`config.mk`:
```
export PLATFORM = sky130hd
export DESIGN_NAME = pwm_sequencer
export DESIGN_NICKNAME = d
export VERILOG_FILES = /design/src/rtl/pwm_sequencer.sv
export SDC_FILE = /design/constraint.sdc
export NUM_CORES = 1
export LEC_CHECK = 0
export ABC_AREA = 1
export BUFFER_PORTS_ARGS = -buffer_cell sky130_fd_sc_hd__buf_2
export CORE_MARGIN = 3
export CORE_UTILIZATION = 45
export CTS_CLUSTER_DIAMETER = 50
export CTS_CLUSTER_SIZE = 16
export DETAILED_ROUTE_END_ITERATION = 10
export PLACE_DENSITY = 0.75
export RECOVER_POWER = 100
export SYNTH_ARGS = -nofsm -noshare
export SYNTH_HDL_FRONTEND = slang
export SYNTH_SLANG_ARGS = --single-unit
```
`constraint.sdc`:
```
create_clock -name wb_clk_i -period 2.2 [get_ports wb_clk_i]
set_input_delay 0.11 -clock wb_clk_i [delete_from_list [all_inputs] [get_ports wb_clk_i]]
set_output_delay 0.11 -clock wb_clk_i [all_outputs]
set_load 0.05 [all_outputs]
```
`src/rtl/pwm_sequencer.sv`:
```
// pwm_sequencer: Wishbone-programmable table of {dwell, duty} entries that
// steps a PWM duty value at PWM period boundaries, one-shot or looping.
module pwm_sequencer #(
  parameter int ENTRIES = 8,
  parameter int DUTY_W  = 16
) (
  input  logic              wb_clk_i,
  input  logic              wb_rst_i,
  input  logic              wbs_cyc_i,
  input  logic              wbs_stb_i,
  input  logic              wbs_we_i,
  input  logic [3:0]        wbs_sel_i,
  input  logic [31:0]       wbs_adr_i,
  input  logic [31:0]       wbs_dat_i,
  output logic              wbs_ack_o,
  output logic [31:0]       wbs_dat_o,
  input  logic              pwm_period_end_i,
  output logic [DUTY_W-1:0] duty_o,
  output logic              duty_update_o,
  output logic              irq_o
);

  localparam int IDX_W = $clog2(ENTRIES);

  typedef enum logic [1:0] {S_IDLE, S_ARM, S_RUN, S_STOPPING} state_t;

  state_t             r_state;
  state_t             w_state_nxt;
  logic               r_ack;
  logic [31:0]        r_dat;
  logic               r_loop;
  logic               r_irq_en;
  logic [3:0]         r_len;
  logic               r_done;
  logic               r_irq;
  logic [IDX_W-1:0]   r_idx;
  logic [15:0]        r_cnt;
  logic [DUTY_W-1:0]  r_duty;
  logic               r_upd;
  logic [31:0]        r_table [ENTRIES];

  logic               w_req;
  logic               w_wr;
  logic [4:0]         w_reg;
  logic               w_tbl_hit;
  logic [IDX_W-1:0]   w_tbl_idx;
  logic               w_wr_ctrl;
  logic               w_start;
  logic               w_stop;
  logic               w_done_w1c;
  logic [3:0]         w_len_wr;
  logic [31:0]        w_rdata;
  logic               w_busy;
  logic               w_load;
  logic [IDX_W-1:0]   w_load_idx;
  logic               w_dec;
  logic               w_zero;
  logic               w_set_done;
  logic               w_idx_clr;
  logic [31:0]        w_entry;
  logic [DUTY_W-1:0]  w_duty_nxt;
  logic               w_unused_adr;

  assign w_req      = wbs_cyc_i & wbs_stb_i & ~r_ack;
  assign w_wr       = w_req & wbs_we_i;
  assign w_reg      = wbs_adr_i[6:2];
  assign w_tbl_hit  = wbs_adr_i[6] && ({1'b0, wbs_adr_i[5:2]} < 5'(ENTRIES));
  assign w_tbl_idx  = wbs_adr_i[2 +: IDX_W];
  assign w_wr_ctrl  = w_wr && (w_reg == 5'd0) && wbs_sel_i[0];
  assign w_start    = w_wr_ctrl & wbs_dat_i[0];
  assign w_stop     = w_wr_ctrl & wbs_dat_i[2];
  assign w_done_w1c = w_wr && (w_reg == 5'd1) && wbs_sel_i[0] && wbs_dat_i[1];
  assign w_len_wr   = (wbs_dat_i[3:0] > 4'(ENTRIES - 1)) ? 4'(ENTRIES - 1) : wbs_dat_i[3:0];
  assign w_busy     = (r_state != S_IDLE);
  assign w_entry    = r_table[w_load_idx];
  assign w_unused_adr = &{1'b0, wbs_adr_i[31:7], wbs_adr_i[1:0]};

  // Read data mux; anything outside the map reads as zero.
  always_comb begin
    w_rdata = 32'd0;
    if (w_tbl_hit) begin
      w_rdata = r_table[w_tbl_idx];
    end else begin
      case (w_reg)
        5'd0: w_rdata = {28'd0, r_irq_en, 1'b0, r_loop, 1'b0};
        5'd1: w_rdata = {24'd0, 4'(r_idx), 2'b00, r_done, w_busy};
        5'd2: w_rdata = {28'd0, r_len};
        default: w_rdata = 32'd0;
      endcase
    end
  end

  // Bus handshake, read data capture and the CTRL/LEN configuration bits.
  always_ff @(posedge wb_clk_i) begin
    if (wb_rst_i) begin
      r_ack    <= 1'b0;
      r_dat    <= 32'd0;
      r_loop   <= 1'b0;
      r_irq_en <= 1'b0;
      r_len    <= 4'd0;
    end else begin
      r_ack <= w_req;
      r_dat <= w_req ? w_rdata : 32'd0;
      if (w_wr_ctrl) begin
        r_loop   <= wbs_dat_i[1];
        r_irq_en <= wbs_dat_i[3];
      end
      if (w_wr && !w_tbl_hit && (w_reg == 5'd2) && wbs_sel_i[0]) begin
        r_len <= w_len_wr;
      end
    end
  end

  // Sequence table: byte-enabled writes, deliberately left out of reset.
  always_ff @(posedge wb_clk_i) begin
    if (w_wr && w_tbl_hit) begin
      for (int b = 0; b < 4; b++) begin
        if (wbs_sel_i[b]) r_table[w_tbl_idx][8*b +: 8] <= wbs_dat_i[8*b +: 8];
      end
    end
  end

  // FSM state register.
  always_ff @(posedge wb_clk_i) begin
    if (wb_rst_i) r_state <= S_IDLE;
    else          r_state <= w_state_nxt;
  end

  // Next state and datapath controls; duty only moves on a period end.
  always_comb begin
    w_state_nxt = r_state;
    w_load      = 1'b0;
    w_load_idx  = '0;
    w_dec       = 1'b0;
    w_zero      = 1'b0;
    w_set_done  = 1'b0;
    w_idx_clr   = 1'b0;
    case (r_state)
      S_IDLE: begin
        if (w_start && !w_stop) begin
          w_state_nxt = S_ARM;
          w_idx_clr   = 1'b1;
        end
      end
      S_ARM: begin
        if (w_stop) begin
          w_state_nxt = S_STOPPING;
        end else if (pwm_period_end_i) begin
          w_load      = 1'b1;
          w_state_nxt = S_RUN;
        end
      end
      S_RUN: begin
        if (w_stop) begin
          w_state_nxt = S_STOPPING;
        end else if (pwm_period_end_i) begin
          // A counter of 0 (zero dwell) ends the entry just like 1.
          if (r_cnt <= 16'd1) begin
            if (4'(r_idx) >= r_len) begin
              if (r_loop) begin
                w_load = 1'b1;
              end else begin
                w_zero      = 1'b1;
                w_set_done  = 1'b1;
                w_state_nxt = S_IDLE;
              end
            end else begin
              w_load     = 1'b1;
              w_load_idx = r_idx + IDX_W'(1);
            end
          end else begin
            w_dec = 1'b1;
          end
        end
      end
      S_STOPPING: begin
        if (pwm_period_end_i) begin
          w_zero      = 1'b1;
          w_state_nxt = S_IDLE;
        end
      end
      default: w_state_nxt = S_IDLE;
    endcase
  end

  // Next duty value, used both for the register and the update pulse.
  always_comb begin
    w_duty_nxt = r_duty;
    if (w_load) w_duty_nxt = w_entry[DUTY_W-1:0];
    if (w_zero) w_duty_nxt = '0;
  end

  // Index, dwell counter, duty output, DONE and interrupt registers.
  always_ff @(posedge wb_clk_i) begin
    if (wb_rst_i) begin
      r_idx  <= '0;
      r_cnt  <= 16'd0;
      r_duty <= '0;
      r_upd  <= 1'b0;
      r_done <= 1'b0;
      r_irq  <= 1'b0;
    end else begin
      if (w_idx_clr)  r_idx <= '0;
      else if (w_load) r_idx <= w_load_idx;
      if (w_load)      r_cnt <= w_entry[31:16];
      else if (w_dec)  r_cnt <= r_cnt - 16'd1;
      r_duty <= w_duty_nxt;
      r_upd  <= (w_duty_nxt != r_duty);
      if (w_set_done)      r_done <= 1'b1;
      else if (w_done_w1c) r_done <= 1'b0;
      r_irq <= r_done & r_irq_en;
    end
  end

  assign wbs_ack_o     = r_ack;
  assign wbs_dat_o     = r_dat;
  assign duty_o        = r_duty;
  assign duty_update_o = r_upd;
  assign irq_o         = r_irq;

endmodule

```
==> reports/metrics.cfg <==
[run_status]
status = complete, but fails checks
violations = design-rule violations, negative setup slack

[yosys]
synth_top_area_cell = edfxtp_1
synthArstFlopShare = 0
postSynthAreaPerCell_um2 = 9.78
syn_inst = 1596
synth-edff-count = 256
syn-cell-area_um2 = 15600
yosysMostFrequentCell = nand2_1
synth_nets = 1680
synth_common_cells = 324 x nand2_1, 256 x edfxtp_1, 159 x nand3_1, 137 x inv_1, 108 x nor2_1
yosysSeqAreaShare = 0.594
synth_ff_type = edfxtp_1
synth_area_leaders = edfxtp_1 49%, dfxtp_1 10%, nand2_1 7.8%, nand3_1 5.1%, inv_1 3.3%
ys_types = 50
synth_top_area_frac = 0.493
ys_ff_latch = 335
synth-warning-count = 0

[timing]
maxSlewViolCount = 0
fin_crit_sh = 1.28
rsz0062_at_grt = yes
setup_slack_ns = -0.614
hold_viol_final = 0
setup-violations-final = 181
finClkSkew_ns = 0.0440
max_freq_ghz = 0.355
slew_headroom = 0.428
layout_min_cycle_time_ns = 2.81
worstMarginPinSlew_ns = 0.857

[clock_network]
cts_tree = yes
worstSkewPairLatency_ns = 0.54
path_clk_slew_ns = 0.07
cts_num_sinks = 335
cts_buffer_depth = 3
root_buffer = clkbuf_16
cts_inserted_buffers = 35
htreeDepth = 2

[global_route]
overflow = 0
grtUsageMet2 = 0.437
grt_usage = 0.277
grt_max_degree = 32
grt_pass1_wl_mm = 78.2
grt_antenna_before_repair = 3
use_met3 = 0.0608
grt-busiest-layer = met2
grt_use_met1 = 0.359
grt_pass1_vias = 14100

[place]
io_buffers = 97
dp_hpwl_mm = 33.4
placed_area_um2 = 18200
placedCellCount = 2262
place.gp.congestion = 0.937

[layout]
nets = 2030
design_area_um2 = 21500
utilization = 0.634
fin_cells = 2423
drive_above_1_share = 0.288
syn2layout_area_growth_pct = 37.7

[worst_hold_path]
hp-start = wb_rst_i
hp-class = input pin to flip-flop
holdPathEnd = wbs_dat_o[3]
whs_path_depth = 4

[drt]
drt_iter0_drc = 2464
post_drt_wl_per_cell_um = 24.1
dr.pass1.iters = 10
drtAntennaViolNets = 0
drc = 1
vias = 15300
wl_mm = 58.3
via_per_inst = 6.31

[floorplan]
io_pins = 125
num_rows = 67
core_area_um2 = 33900
die_x_um = 192
die_area_um2 = 36900
start_util = 0.461
die_y_um = 192

[setup_path]
cp.required_ns = 2.60
setup.worst_path.start = r_len[2]
worstReg2RegStart = r_len[2]
worst-path-max-fanout = 6
rr_worst_depth = 20
critPathLaunchType = flip-flop
cp-end-kind = flip-flop
worstPathArrival_ns = 3.22
setup.worst_path.class = flip-flop to flip-flop
r2r_end = duty_update_o
r2r_setup_slack_ns = -0.61

[power_and_ir_drop]
p_per_area_nw_per_um2 = 670
ir_drop_mv = 0.528
p_leak_nw = 8.12
finalPower_mw = 14.4

[job]
maxCapViolations = 0

-- metrics by stage --
step / hold slack, ns / worst slack, ns / setup TNS, ns
floorplan: 0.209 / -0.0646 / -0.0711
global placement: 0.372 / -0.413 / -4.35
detailed placement: 0.384 / -0.457 / -6.71
CTS: 0.0158 / -0.366 / -5.34
global route: 0.0362 / -0.779 / -33.65
finish: 0.0285 / -0.614 / -21.62
-- cell type report --
cell class | count | area, um^2
clock buffer | 42 | 933
antenna | 3 | 7.51
multi-input combinational | 1029 | 6370
inverter | 141 | 534
clock inverter | 21 | 214
fill | 2403 | 12400
timing repair buffer | 404 | 3580
tap | 448 | 561
sequential | 335 | 9280
-- worst max path at each step --
stage / end / slack [ns] / cells past startpoint
2_1_floorplan: duty_update_o / -0.06 / 21
3_3_place_gp: duty_update_o / -0.41 / 19
3_5_place_dp: duty_update_o / -0.46 / 19
4_1_cts: duty_update_o / -0.37 / 20
5_1_grt: duty_update_o / -0.78 / 21
6_report: duty_update_o / -0.61 / 20
-- layout by cell type (no fill, tap or decap), drive strengths merged, types with 27 or more instances in the layout --
cell | synthesis | final
nand3 | 163 | 163
nand2 | 329 | 330
dfxtp | 79 | 79
o22ai | 27 | 27
nor2 | 118 | 118
a21oi | 68 | 68
buf | 52 | 261
a22oi | 30 | 30
clkbuf | 40 | 153
edfxtp | 256 | 256
o21ai | 90 | 90
inv | 141 | 150
nand4 | 34 | 34
dlygate4sd3 | 0 | 32
a221oi | 39 | 39
-- state kept, by name, indices dropped and copies added (netlist names), 2 cells and up --
signal     count
r_state        2
r_cnt         16
r_idx          3
duty_o        16
r_len          4
wbs_dat_o     32
r_table      256
-- report_power, final --
part           internal [mW]  switching [mW]
sequential              6.84          0.0456
clock                   3.26            2.67
combinational          0.596           0.979
-- repair_timing --
item                       in CTS  in global routing
hold buffers                   32                  0
resized for setup              52                250
pin swaps                      15                 81
setup endpoints to repair      34                 44
buffers inserted               18                 33
hold endpoints to repair      251                  0
cloned                          7                 12
-- logic make-up (layout without fill, tap and decap cells) --
logic type	count (synthesis)	in the layout	synth area share
AOI/OAI and AO/OA	339	339	0.140
other	0	3	0
buffers and inverters	233	608	0.0628
DFF	335	335	0.594
muxes	2	2	0.00128
and+or+nand+nor	671	672	0.190
adders and majority gates	10	10	0.00802
xor gates and xnor gates	6	6	0.00337
-- routing by layer --
metal	up-vias	wire, um
li1	6438	-
met1	7004	19900
met2	1444	25600
met3	402	8630
met4	0	4230
met5	-	0
-- critical path, cell delays in order (launching register included) --
cell and delay, ns:
dfxtp_2 0.33, inv_2 0.05, ha_4 0.21, nand4_1 0.14, buf_4 0.15, nand3_4 0.10, nor2_4 0.17, buf_6 0.16
buf_12 0.15, clkbuf_16 0.16, nand3_1 0.13, nand3_4 0.12, nand2_2 0.06, nand2_2 0.10, nand4_1 0.12, nand2_1 0.09
nand2_1 0.05, nor2_1 0.12, nand2_1 0.10, nor2_1 0.09, nor2_1 0.07
Power figures use the tool's default switching activity.
